<file path="config.mk">
export PLATFORM = sky130hd
export DESIGN_NAME = trigger_sequencer
export DESIGN_NICKNAME = d
export VERILOG_FILES = /design/src/rtl/trig_seq_pkg.sv /design/src/rtl/seq_pulse_gen.sv /design/src/rtl/trigger_sequencer.sv
export SDC_FILE = /design/constraint.sdc
export NUM_CORES = 1
export LEC_CHECK = 0
export ABC_AREA = 1
export CAP_MARGIN = 20
export CORE_MARGIN = 3
export CORE_UTILIZATION = 60
export CTS_CLUSTER_DIAMETER = 30
export DETAILED_ROUTE_END_ITERATION = 10
export PLACE_DENSITY_LB_ADDON = 0.2
export SLEW_MARGIN = 20
export SYNTH_ARGS = -nofsm -noshare
export SYNTH_HDL_FRONTEND = slang
export SYNTH_SLANG_ARGS = --single-unit
</file>
<file path="constraint.sdc">
create_clock -name clk_50M -period 5.6 [get_ports clk_50M]
set_clock_uncertainty 0.05 [all_clocks]
set_input_delay 0.56 -clock clk_50M [delete_from_list [all_inputs] [get_ports clk_50M]]
set_output_delay 0.56 -clock clk_50M [all_outputs]
set_load 0.01 [all_outputs]
</file>
<file path="src/rtl/trig_seq_pkg.sv">
// trig_seq_pkg: shared types and defaults for the trigger sequencer.
//   seq_state_e  : sequencer states (idle, hold delay, decision, accept, readout,
//                  clear, dead time)
//   DefPulseW    : default TSTOP/ACCEPT/CLEAR pulse width in clock cycles
//   DefCntW      : default width of the cfg_* delay fields and delay counter
//   EvCntW       : width of the optional event counters (TRIG_SEQ_EVCNT_EN)
//   sat_inc_ev() : saturating increment for the event counters

package trig_seq_pkg;

    localparam int unsigned DefPulseW = 2;
    localparam int unsigned DefCntW   = 16;
    localparam int unsigned EvCntW    = 16;

    typedef enum logic [2:0] {
        StIdle,
        StHdly,
        StDecide,
        StAcc,
        StRdout,
        StClr,
        StDead
    } seq_state_e;

    function automatic logic [EvCntW-1:0] sat_inc_ev(input logic [EvCntW-1:0] v);
        return (&v) ? v : v + EvCntW'(1);
    endfunction

endpackage

</file>
<file path="src/rtl/seq_pulse_gen.sv">
// seq_pulse_gen: loadable one-shot. A start request raises o_pulse on the next edge
// and holds it for exactly PULSE_W cycles. Once started the pulse runs to completion
// regardless of what the caller does; only reset cuts it short.
// Ports:
//   i_clk    in   clock
//   i_rst    in   asynchronous active-high reset
//   i_start  in   one-cycle start request (a start while running reloads the width)
//   o_pulse  out  registered pulse output

module seq_pulse_gen
    import trig_seq_pkg::*;
#(
    parameter int unsigned PULSE_W = DefPulseW
) (
    input  logic i_clk,
    input  logic i_rst,
    input  logic i_start,
    output logic o_pulse
);

    localparam int unsigned CW = (PULSE_W > 1) ? $clog2(PULSE_W) : 1;
    localparam logic [CW-1:0] LeftInit = CW'(PULSE_W - 1);
    localparam logic [CW-1:0] LeftOne  = CW'(1);

    logic [CW-1:0] r_left;
    logic          r_pulse;

    // r_left counts the cycles still to go after the current one
    always_ff @(posedge i_clk or posedge i_rst) begin
        if (i_rst) begin
            r_pulse <= 1'b0;
            r_left  <= '0;
        end else if (i_start) begin
            r_pulse <= 1'b1;
            r_left  <= LeftInit;
        end else if (r_pulse) begin
            if (r_left == '0) begin
                r_pulse <= 1'b0;
            end else begin
                r_left <= r_left - LeftOne;
            end
        end
    end

    assign o_pulse = r_pulse;

endmodule

</file>
<file path="src/rtl/trigger_sequencer.sv">
// trigger_sequencer: per-trigger timing generator for the EASIROC front end.
// Accepts a trigger when idle, raises HOLD after a programmable delay, issues a
// TSTOP pulse, waits for an L2 accept/clear decision (or timeout), pulses ACCEPT
// and waits for readout, then pulses CLEAR and enforces a dead time.
// Optional feature macro: TRIG_SEQ_EVCNT_EN adds saturating event counters.
// Ports:
//   clk_50M        in   system clock
//   rst            in   asynchronous active-high reset
//   trig_in        in   trigger, only honoured while idle
//   cfg_hold_dly   in   trigger to HOLD rise, cycles
//   cfg_tstop_dly  in   HOLD rise to TSTOP rise, cycles
//   cfg_timeout    in   decision window after HOLD rise (counter 0..cfg_timeout)
//   cfg_dead       in   dead time after CLEAR falls, cycles (0 acts as 1)
//   accept_req     in   L2 accept pulse, honoured only while deciding
//   clear_req      in   L2 reject pulse, honoured only while deciding; beats accept
//   readout_done   in   readout finished pulse
//   HOLD/TSTOP/ACCEPT/CLEAR  out  registered control outputs
//   busy           out  high whenever not idle
//   ev_acc_cnt/ev_clr_cnt/ev_lost_cnt  out  (TRIG_SEQ_EVCNT_EN only) event counters

module trigger_sequencer
    import trig_seq_pkg::*;
#(
    parameter int unsigned PULSE_W = DefPulseW,
    parameter int unsigned CNT_W   = DefCntW
) (
    input  logic              clk_50M,
    input  logic              rst,
    input  logic              trig_in,
    input  logic [CNT_W-1:0]  cfg_hold_dly,
    input  logic [CNT_W-1:0]  cfg_tstop_dly,
    input  logic [CNT_W-1:0]  cfg_timeout,
    input  logic [CNT_W-1:0]  cfg_dead,
    input  logic              accept_req,
    input  logic              clear_req,
    input  logic              readout_done,
    output logic              HOLD,
    output logic              TSTOP,
    output logic              ACCEPT,
    output logic              CLEAR,
    output logic              busy
`ifdef TRIG_SEQ_EVCNT_EN
    ,
    output logic [EvCntW-1:0] ev_acc_cnt,
    output logic [EvCntW-1:0] ev_clr_cnt,
    output logic [EvCntW-1:0] ev_lost_cnt
`endif
);

    localparam logic [CNT_W-1:0] CntOne    = CNT_W'(1);
    localparam logic [CNT_W-1:0] PulseLast = CNT_W'(PULSE_W - 1);

    seq_state_e       r_state;
    seq_state_e       w_state_d;
    logic [CNT_W-1:0] r_cnt;
    logic [CNT_W-1:0] w_cnt_d;
    logic [CNT_W-1:0] w_cnt_inc;

    // Per-event shadow of the configuration, captured when a trigger is accepted
    logic [CNT_W-1:0] r_hold_dly;
    logic [CNT_W-1:0] r_tstop_dly;
    logic [CNT_W-1:0] r_timeout;
    logic [CNT_W-1:0] r_dead;

    logic             r_hold;
    logic             r_busy;
    logic             w_hold_d;
    logic             w_busy_d;
    logic             w_cfg_load;
    logic             w_tstop_start;
    logic             w_acc_start;
    logic             w_clr_start;
    logic             w_tstop_hit;
    logic [CNT_W-1:0] w_dead_last;

    assign w_cnt_inc = (&r_cnt) ? r_cnt : r_cnt + CntOne;

    // In DECIDE the counter reads k-1 on the edge k cycles after HOLD rose, so a
    // start at cnt == dly-1 puts the TSTOP rise exactly dly cycles after HOLD.
    // dly == 0 is handled on the HDLY exit edge instead.
    assign w_tstop_hit = (r_tstop_dly != '0) && (r_cnt == (r_tstop_dly - CntOne));

    // A zero dead time still spends one cycle in DEAD
    assign w_dead_last = (r_dead == '0) ? '0 : (r_dead - CntOne);

    always_comb begin
        w_state_d     = r_state;
        w_cnt_d       = w_cnt_inc;
        w_cfg_load    = 1'b0;
        w_tstop_start = 1'b0;
        w_acc_start   = 1'b0;
        w_clr_start   = 1'b0;
        unique case (r_state)
            StIdle: begin
                w_cnt_d = '0;
                if (trig_in) begin
                    w_state_d  = StHdly;
                    w_cfg_load = 1'b1;
                end
            end
            StHdly: begin
                if (r_cnt == r_hold_dly) begin
                    w_state_d     = StDecide;
                    w_cnt_d       = '0;
                    w_tstop_start = (r_tstop_dly == '0);
                end
            end
            StDecide: begin
                // Clear and timeout beat accept; leaving DECIDE cancels an
                // unreached TSTOP, but one already running completes.
                if (clear_req || (r_cnt == r_timeout)) begin
                    w_state_d   = StClr;
                    w_cnt_d     = '0;
                    w_clr_start = 1'b1;
                end else if (accept_req) begin
                    w_state_d   = StAcc;
                    w_cnt_d     = '0;
                    w_acc_start = 1'b1;
                end else begin
                    w_tstop_start = w_tstop_hit;
                end
            end
            StAcc: begin
                if (r_cnt == PulseLast) begin
                    w_cnt_d = '0;
                    if (readout_done) begin
                        w_state_d   = StClr;
                        w_clr_start = 1'b1;
                    end else begin
                        w_state_d = StRdout;
                    end
                end
            end
            StRdout: begin
                if (readout_done) begin
                    w_state_d   = StClr;
                    w_cnt_d     = '0;
                    w_clr_start = 1'b1;
                end
            end
            StClr: begin
                if (r_cnt == PulseLast) begin
                    w_state_d = StDead;
                    w_cnt_d   = '0;
                end
            end
            StDead: begin
                if (r_cnt == w_dead_last) begin
                    w_state_d = StIdle;
                    w_cnt_d   = '0;
                end
            end
            default: begin
                w_state_d = StIdle;
                w_cnt_d   = '0;
            end
        endcase
    end

    assign w_hold_d = (w_state_d == StDecide) || (w_state_d == StAcc) ||
                      (w_state_d == StRdout);
    assign w_busy_d = (w_state_d != StIdle);

    always_ff @(posedge clk_50M or posedge rst) begin
        if (rst) begin
            r_state     <= StIdle;
            r_cnt       <= '0;
            r_hold_dly  <= '0;
            r_tstop_dly <= '0;
            r_timeout   <= '0;
            r_dead      <= '0;
            r_hold      <= 1'b0;
            r_busy      <= 1'b0;
        end else begin
            r_state <= w_state_d;
            r_cnt   <= w_cnt_d;
            r_hold  <= w_hold_d;
            r_busy  <= w_busy_d;
            if (w_cfg_load) begin
                r_hold_dly  <= cfg_hold_dly;
                r_tstop_dly <= cfg_tstop_dly;
                r_timeout   <= cfg_timeout;
                r_dead      <= cfg_dead;
            end
        end
    end

    assign HOLD = r_hold;
    assign busy = r_busy;

    seq_pulse_gen #(
        .PULSE_W (PULSE_W)
    ) u_tstop_pulse (
        .i_clk   (clk_50M),
        .i_rst   (rst),
        .i_start (w_tstop_start),
        .o_pulse (TSTOP)
    );

    seq_pulse_gen #(
        .PULSE_W (PULSE_W)
    ) u_accept_pulse (
        .i_clk   (clk_50M),
        .i_rst   (rst),
        .i_start (w_acc_start),
        .o_pulse (ACCEPT)
    );

    seq_pulse_gen #(
        .PULSE_W (PULSE_W)
    ) u_clear_pulse (
        .i_clk   (clk_50M),
        .i_rst   (rst),
        .i_start (w_clr_start),
        .o_pulse (CLEAR)
    );

`ifdef TRIG_SEQ_EVCNT_EN
    logic [EvCntW-1:0] r_acc_cnt;
    logic [EvCntW-1:0] r_clr_cnt;
    logic [EvCntW-1:0] r_lost_cnt;
    logic              w_clr_from_decide;

    // Only decisions count as clears; the normal post-readout CLEAR does not
    assign w_clr_from_decide = (r_state == StDecide) && w_clr_start;

    always_ff @(posedge clk_50M or posedge rst) begin
        if (rst) begin
            r_acc_cnt  <= '0;
            r_clr_cnt  <= '0;
            r_lost_cnt <= '0;
        end else begin
            if (w_acc_start) begin
                r_acc_cnt <= sat_inc_ev(r_acc_cnt);
            end
            if (w_clr_from_decide) begin
                r_clr_cnt <= sat_inc_ev(r_clr_cnt);
            end
            if (trig_in && r_busy) begin
                r_lost_cnt <= sat_inc_ev(r_lost_cnt);
            end
        end
    end

    assign ev_acc_cnt  = r_acc_cnt;
    assign ev_clr_cnt  = r_clr_cnt;
    assign ev_lost_cnt = r_lost_cnt;
`endif

endmodule

</file>
* After elaboration in Yosys (flattened, before gate mapping) *
Cells that the tools add are included.

operators by class
  add/subtract/negate cells = 6
  equal/unequal tests = 14
  muxes and demuxes = 50
  reductions and logical operators = 14

operators with widths
  operator               count
  $mux 16                8
  $pmux 16 s5            1
  $eq 16x16->1           4
  $logic_not 16->1       2
  $sub 16x1->16 const B  2
  $mux 1                 30
  $mux 3                 8
  $pmux 3 s7             1
  $add 16x1->16 const B  1
  $eq 16x1->1 const B    1
  $reduce_and 16->1      1
  $reduce_bool 16->1     1
  $eq 3x2->1 const B     4
  $eq 3x3->1 const B     4
  $reduce_bool 2->1      3
  $eq 3x1->1 const B     1
  $logic_not 3->1        1
  $logic_or 1x1->1       3
  $pmux 1 s3             1
  $reduce_bool 3->1      1
  $sub 1x1->1 const B    3
  $pmux 1 s2             1
  $reduce_or 2->1        1
  $logic_and 1x1->1      1

storage, ports and cells
  bits in registers = 91
  bits of input ports = 70
  output and inout bits = 5
  logic and storage cells = 98

* Longest topological paths before layout *
Gate-level depths: netlist of run 1.

  depth in word-level cells = 8
  depth in mapped cells = 19
  gate-level depth less buffers = 17

* Modules after synthesis *
From an unflattened synthesis of run 1, not the netlist that was laid out.

second synthesis, totals
  cells, all modules = 734
  area, all modules = 5594.1 um2

by module, submodules not included
  module             times used  cells an instance  area an instance (um2)  seq. area each (um2)
  trigger_sequencer  1           707                5365.1                  2127.0
  seq_pulse_gen      3           9                  76.3                    50.0

* Worst setup path after synthesis of run 1 *
No wires, ideal clock.

  path type = register to register
  start point = register r_cnt[0]
  end point = register r_cnt[10]
  library setup time = 0.122 ns
  arrival time = 1.842 ns
  data required time = 5.428 ns
  slack = 3.586 ns
  stages on the path, launching flop included = 12
  path buffers = 0
  period minus slack after synthesis = 2.014 ns
  cells stage by stage = dfrtp_1 ha_1 nand2_1 nor3_1 nand3_1 nor2_1 nand3_2 inv_1 nor2_1 nand3_1 xor2_1 a21oi_1

on the way
  longest elaborated chain between the ends = 5
  elaborated cells between the ends (all ways) = 15
  those cells by class = add/sub: 1; eq/ne: 4; mux: 8; reduce/logical: 2

RTL lines
  item                                                RTL line                  RTL
  start: declaration                                  trigger_sequencer.sv:55   logic [CNT_W-1:0] r_cnt;
  start signal: assignment                            trigger_sequencer.sv:176  r_cnt <= w_cnt_d;
  $add 16x1->16 or $reduce_and 16->1 (tied branches)  trigger_sequencer.sv:76   assign w_cnt_inc = (&r_cnt) ? r_cnt : r_cnt + CntOne;
  $mux 16                                             trigger_sequencer.sv:76
  $mux 16                                             trigger_sequencer.sv:115  end else if (accept_req) begin
  $mux 16                                             trigger_sequencer.sv:111  if (clear_req || (r_cnt == r_timeout)) begin
  $pmux 16 s5 (*)                                     trigger_sequencer.sv:93   unique case (r_state)
  via w_cnt_d[10]                                     trigger_sequencer.sv:56   logic [CNT_W-1:0] w_cnt_d;

The timed path passes the listed nets; every way through them passes the cells marked *.
A chain may end at the register's enable or synchronous reset.

* Worst setup path in the final report of run 1 *
  start point = register r_dead[1]
  end point = register r_hold, in the netlist HOLD

on the way
  longest elaborated chain between the ends = 8
  elaborated cells between the ends (all ways) = 11
  those cells by class = add/sub: 1; eq/ne: 4; mux: 3; reduce/logical: 3

RTL lines
  item                                               RTL line                  RTL
  start: declaration                                 trigger_sequencer.sv:63   logic [CNT_W-1:0] r_dead;
  start signal: assignment                           trigger_sequencer.sv:183  r_dead <= cfg_dead;
  $sub 16x1->16 or $logic_not 16->1 (tied branches)  trigger_sequencer.sv:84   assign w_dead_last = (r_dead == '0) ? '0 : (r_dead - CntOne);
  $mux 16 (*)                                        trigger_sequencer.sv:84
  $eq 16x16->1 (*)                                   trigger_sequencer.sv:148  if (r_cnt == w_dead_last) begin
  $mux 3 (*)                                         trigger_sequencer.sv:148
  $pmux 3 s7 (*)                                     trigger_sequencer.sv:93
  $eq 3x2->1                                         trigger_sequencer.sv:160  assign w_hold_d = (w_state_d == StDecide) || (w_state_d == StAcc) ||
  $logic_or 1x1->1                                   trigger_sequencer.sv:160
  $logic_or 1x1->1 (*)                               trigger_sequencer.sv:160
  via w_hold_d                                       trigger_sequencer.sv:67   logic w_hold_d;
  end signal: assignment                             trigger_sequencer.sv:177  r_hold <= w_hold_d;
  end: declaration                                   trigger_sequencer.sv:65   logic r_hold;

Marked as above.

==> impl_metrics.tcl, run 1 <==
set metrics [dict create \
    yosysUniqueCellTypes 33 \
    yosysMostFrequentCell "nand2_1" \
    critPathTopFamily "simple AND/OR/NAND/NOR gates" \
    synth.cells.most_frequent "258 x nand2_1, 91 x dfrtp_1, 76 x inv_1, 73 x nor2_1, 52 x nand3_1" \
    maxSlewViolCount 0 \
    io_pins 75 \
    wire_per_inst_um 15.4 \
    crit_top_cell "nand2_1" \
    grt_pass1_vias 5103 \
    detailedPlace.worstSlack_ns 2.64 \
    synth_area_mm2 0.00556 \
    crit_slowest_cell "nand2_1" \
    nets 912 \
    cp_cell_sequence "inv_1, ha_1, nand2_1, nor2_1, nand2_1, nand2_1, nand2_1, nand2_1, nand2_1, nor2_1, nand2_1, nor2_1, nand3_1, nand2_1, nand4_1, nand2_1" \
    run_status "finished, final reports clean" \
    pwr-share-seq 0.395 \
    core_mm2 0.00885 \
    vias_per_cell 5.54 \
    timing.max_cap.violations 0 \
    final.setup.tns_ns 0 \
    synth_top_area_frac 0.410 \
    worst_setup_hold_path_clk_slew_ns 0.10 \
    grt_antenna_before_repair 0 \
    global_route.overflow_total 0 \
    critPathLaunchType "register" \
    unrepaired_setup_endpoints_after_global_routing "false" \
    postPlaceCellArea_mm2 0.00628 \
    post-route-cell-area_mm2 0.00646 \
    asyncSetResetFlopFracSynth 1.00 \
    synth_top_cells_by_area "dfrtp_1 41%, nand2_1 17%, xor2_1 7.4%" \
    cts.root.buffer_cell "clkbuf_8" \
    internal_power_uw 1610 \
    cts_resized 0 \
    layout_area_overhead_pct 16.1 \
    tritoncts.num_buffers 9 \
    critical_path.endpoint_type "register" \
    chipHeight_um 102 \
    crit_fanout 29 \
    drc 0 \
    detailedPlacementHpwl_um 10800 \
    clock-sinks 91 \
    drt_first_pass_iters 5 \
    port_buffers 74 \
    detailroute.via_count 5267 \
    design.die.area_mm2 0.0105 \
    drtIter0Drc 440 \
    switching_share 0.457 \
    grt_max_degree 80 \
    clk-insertion-delay-late_ns 0.37 \
    tritoncts "built" \
    yosys.area.top_type "dfrtp_1" \
    synth_seq_cells 91 \
    post_cts_hold_buffer_count 0 \
    gr-usage-all-layers 0.295 \
    critical_path.n_buffers_inverters 1 \
    utilization 0.730 \
    final_worst_setup_slack_ns 2.61 \
    wirelength_um 14600 \
    synth_enable_flop_cells 0 \
    power.leakage_uw 0.00320 \
    syn_inst 783 \
    worst_hold_path_type "register to register" \
    antenna-diode-count 0 \
    ys.warnings.count 0 \
    floorplan.initialDensity 0.628 \
    finalWeightedCongestion 0.948 \
    maxClockFrequency_mhz 335 \
    timing.setup.critical_path_class "register to register" \
    post-cts-setup-buffer-count 0 \
    powerDensity_mw_per_mm2 458 \
    clockBufferDepth 2 \
    p_comb_frac 0.463 \
    peakVddDrop_v 0.000249 \
    min_period_ns 2.99 \
    power_uw 2960 \
    layout_worst_path_cycle_share 0.534 \
    wire_length_of_the_first_global_routing_pass_um 24100 \
    final_layout_size_suffix_gt1_frac 0.0439 \
    number_of_rows_created_at_floorplan 34 \
    worst-endpoint-required_ns 5.86 \
    cp_slowest_stage_delay_ns 0.50 \
    ys.flop_type "dfrtp_1" \
    drt.antenna.violating_nets 0 \
    p_clk_frac 0.143 \
    worst_ep_arrival_time_ns 3.25 \
    final-setup-viol-count 0 \
    power_switching_uw 1350 \
    timing.max_slew.rel_slack 0.438 \
    floorplan.die.width_um 102 \
    timing_hold_violations_final 0 \
    synth_fp_nets 857 \
    synth.yosys.seq_area_share 0.410 \
    syn_area_per_cell_um2 7.10 \
    h-tree-depth 3 \
    worst_slew_pin_slew_ns 0.841 \
]
-- cells by family after synthesis --
group	Yosys count	share of synthesized area
compound gates	75	0.0702
xor+xnor	54	0.0851
fa+ha+maj	4	0.00900
buf+inv	115	0.0871
flops	91	0.410
simple gates	444	0.339
-- metrics by stage --
| stage | instances | hold WS, ns |
|---|---|---|
| final | 950 | 0.433 |
| after global routing | 950 | 0.462 |
| after CTS | 950 | 0.436 |
| after detailed placement | 935 | 0.412 |
| after global placement | 935 | 0.404 |
| after floorplan | 783 | 0.396 |
-- power by group through the flow --
stage                     combinational (uW)  sequential (uW)  clock (uW)
after floorplan                         1080             1080           0
after global placement                  1300             1160           0
after detailed placement                1350             1170           0
after CTS                               1370             1160         427
after global routing                    1570             1200         457
final                                   1370             1170         422
-- routing by layer --
layer | share of wire | wire (um) | GRT usage | vias to the layer above
met5 | 0 | 0 | 0 | -
met2 | 0.47 | 6930 | 0.478 | 208
met3 | 0.071 | 1040 | 0.0567 | 49
met1 | 0.42 | 6100 | 0.393 | 2426
li1 | - | - | - | 2584
met4 | 0.037 | 538 | 0.115 | 0
-- final timing paths --
kind / end / start / slack, ns / depth (start not counted)
setup / recovery: HOLD / r_dead[1] / 2.61 / 16
min in group asynchronous: r_hold_dly[3] / rst / 0.54 / 2
hold / removal: u_accept_pulse.r_left / u_accept_pulse.o_pulse / 0.43 / 1
max in group asynchronous: r_dead[5] / rst / 3.88 / 3
hold reg to reg: u_accept_pulse.r_left / u_accept_pulse.o_pulse / 0.43 / 1
setup reg to reg: HOLD / r_dead[1] / 2.61 / 16
-- registers in the layout, indices dropped and copies added (netlist names) --
name / flops
r_state: 3
r_timeout: 16
u_accept_pulse.o_pulse: 1
r_cnt: 16
HOLD: 1
u_tstop_pulse.r_left: 1
u_clear_pulse.o_pulse: 1
busy: 1
r_hold_dly: 16
u_accept_pulse.r_left: 1
r_tstop_dly: 16
r_dead: 16
u_clear_pulse.r_left: 1
u_tstop_pulse.o_pulse: 1
-- final cells by class --
| class | instances | area [um2] |
|---|---|---|
| tap | 108 | 135 |
| sequential | 91 | 2280 |
| clock buffer | 9 | 124 |
| inverter | 82 | 309 |
| clock inverter | 6 | 50.0 |
| fill | 720 | 2390 |
| timing repair buffer | 77 | 763 |
| multi-input combinational | 577 | 2800 |
-- cell usage in the layout, fill, tap and decap left out, drive strengths merged --
cell / Yosys / layout
clkdlybuf4s50: 0 / 74
clkinvlp: 0 / 1
xor2: 47 / 47
o21a: 1 / 1
clkbuf: 14 / 9
nand3b: 1 / 1
ha: 4 / 4
nand4: 24 / 24
nor2: 77 / 77
o21bai: 1 / 1
or2: 5 / 5
o31ai: 1 / 1
nor4: 1 / 1
nor3b: 1 / 1
buf: 19 / 3
nor3: 21 / 21
inv: 80 / 83
a21oi: 18 / 18
dfrtp: 91 / 91
and2: 1 / 1
clkinv: 2 / 4
o211ai: 1 / 1
o21ai: 51 / 51
a21boi: 2 / 2
nand2: 259 / 259
xnor2: 7 / 7
nand3: 54 / 54
No activity file was read; power rests on OpenSTA's default activity.
==> run 2: changes to the inputs <==
CORE_UTILIZATION = 50   (was 60)
clock period = 2.53 ns   (was 5.6 ns; I/O delays follow)
==> run 2 against run 1 <==
Net effect: clock power grew 140%; combinational power grew 130%; non-clock buffer count grew 17; critical path depth shrank 4; power grew 130%; sequential power grew 120%; sequential share of layout area shrank 1.3 points; largest cell class unchanged; wire length shrank 0.71%.
==> impl_metrics.tcl, run 2 (synthesized netlist as in run 1, its figures left out) <==
set metrics [dict create \
    drt.antenna.violating_nets 0 \
    worst_ep_arrival_time_ns 2.55 \
    post-route-cell-area_mm2 0.00672 \
    floorplan.die.width_um 111 \
    layout_worst_path_cycle_share 0.902 \
    drc 0 \
    cts_resized 0 \
    final-setup-viol-count 0 \
    final.setup.tns_ns 0 \
    switching_share 0.439 \
    worst_r2r_path_depth 12 \
    wire_length_of_the_first_global_routing_pass_um 24600 \
    grt_antenna_before_repair 0 \
    wire_per_inst_um 14.6 \
    chipHeight_um 111 \
    clockBufferDepth 2 \
    min_period_ns 2.28 \
    regToRegEndpoint "HOLD" \
    drtIter0Drc 339 \
    wirelength_um 14500 \
    timing_hold_violations_final 0 \
    final_worst_setup_slack_ns 0.247 \
    critical_path.endpoint_type "register" \
    worst_setup_hold_path_clk_slew_ns 0.09 \
    reg2reg_setup_slack_ns 0.25 \
    run_status "finished, final reports clean" \
    dr.max_layer_used "met4" \
    power.leakage_uw 0.00330 \
    io_pins 75 \
    powerDensity_mw_per_mm2 1010 \
    floorplan.initialDensity 0.527 \
    drt_first_pass_iters 5 \
    worst-endpoint-required_ns 2.79 \
    gr-usage-all-layers 0.240 \
    critPathLaunchType "register" \
    tritoncts "built" \
    post-cts-setup-buffer-count 0 \
    crit_fanout 5 \
    n_fill_cell 952 \
    routed-wl-met2_um 6790 \
    worst_hold_path_type "primary input to async pin" \
    p_comb_frac 0.474 \
    detailedPlace.worstSlack_ns 0.165 \
    cts.root.buffer_cell "clkbuf_8" \
    maxSlewViolCount 0 \
    timing.setup.critical_path_class "register to register" \
    clk-insertion-delay-late_ns 0.37 \
    grt_pass1_vias 5106 \
    route.met3.wl_um 1060 \
    pwr-share-seq 0.377 \
    multiInputGateArea_mm2 0.00282 \
    clock-sinks 91 \
    detailroute.via_count 5248 \
    r2r_start "r_cnt[8]" \
    port_buffers 74 \
    timing.max_slew.rel_slack 0.678 \
    final_layout_size_suffix_gt1_frac 0.0698 \
    tritoncts.num_buffers 9 \
    number_of_rows_created_at_floorplan 37 \
    core_mm2 0.0106 \
    power_switching_uw 2970 \
    timing.max_cap.violations 0 \
    antenna-diode-count 0 \
    global_route.overflow_total 0 \
    layout_commonest_cell "nand2_1" \
    post_cts_hold_buffer_count 0 \
    grt_max_degree 92 \
    postPlaceCellArea_mm2 0.00650 \
    worst_slew_pin_slew_ns 0.483 \
    wl_met1_um 6330 \
    detailedPlacementHpwl_um 11000 \
    maxClockFrequency_mhz 438 \
    design.die.area_mm2 0.0124 \
    peakVddDrop_v 0.000536 \
    area_taken_by_flip_flops_and_latches_mm2 0.00228 \
    p_clk_frac 0.149 \
    h-tree-depth 3 \
    finalWeightedCongestion 0.927 \
    vias_per_cell 5.27 \
    final_cell_mix "256 x nand2_1, 89 x dfrtp_1, 75 x inv_1" \
    unrepaired_setup_endpoints_after_global_routing "false" \
    nets 929 \
    internal_power_uw 3790 \
    layout_area_overhead_pct 20.8 \
]
## run 2: per-layer routing
metal / GRT usage / vias up
li1: - / 2603
met1: 0.337 / 2433
met2: 0.387 / 188
met3: 0.0375 / 24
met4: 0.0706 / 0
met5: 0 / -
## run 2: worst max-delay path by stage
stage / endpoint / slack, ns / start / cells past startpoint
finish: HOLD / 0.25 / r_cnt[8] / 12
global route: r_cnt[4] / 0.002 / r_cnt[4] / 10
CTS: r_cnt[10] / 0.16 / r_cnt[5] / 10
detailed placement: r_cnt[10] / 0.17 / r_cnt[5] / 10
global placement: r_cnt[10] / 0.19 / r_cnt[5] / 10
floorplan: r_cnt[10] / 0.52 / r_cnt[0] / 11
## run 2: area by class of cell
class	instances	share of cell area
inverter	82	0.0464
sequential	91	0.339
clock buffer	12	0.0216
tap	136	0.0253
multi-input combinational	577	0.420
timing repair buffer	94	0.140
clock inverter	4	0.00745
## run 2: power by group through the flow
stage | Clock, uW | Combinational [uW] | Sequential [uW]
after floorplan | 0 | 2390 | 2390
after global placement | 0 | 3080 | 2540
after detailed placement | 0 | 3160 | 2560
after CTS | 1020 | 3190 | 2530
after global routing | 1090 | 3670 | 2620
final | 1010 | 3200 | 2550
## run 2: per-stage QoR
| stage | power [uW] | hold WS (ns) | std cells | util |
|---|---|---|---|---|
| after detailed placement | 5720 | 0.416 | 980 | 0.616 |
| after global routing | 7380 | 0.358 | 996 | 0.636 |
| after global placement | 5620 | 0.411 | 980 | 0.616 |
| after floorplan | 4790 | 0.313 | 783 | - |
| after CTS | 6750 | 0.334 | 996 | 0.634 |
| final | 6750 | 0.300 | 996 | 0.636 |
## run 2: worst max-delay path, cell delays in order, from the launching register on
cell and delay (ns):
dfrtp_1 0.54, xor2_1 0.21, nor2_1 0.14, nand2_1 0.07
nor3_1 0.29, nand2_1 0.13, nand2_1 0.15, inv_1 0.11
nand2_1 0.07, nand3_1 0.09, nor2_1 0.19, nand4_1 0.12
nand2_1 0.07
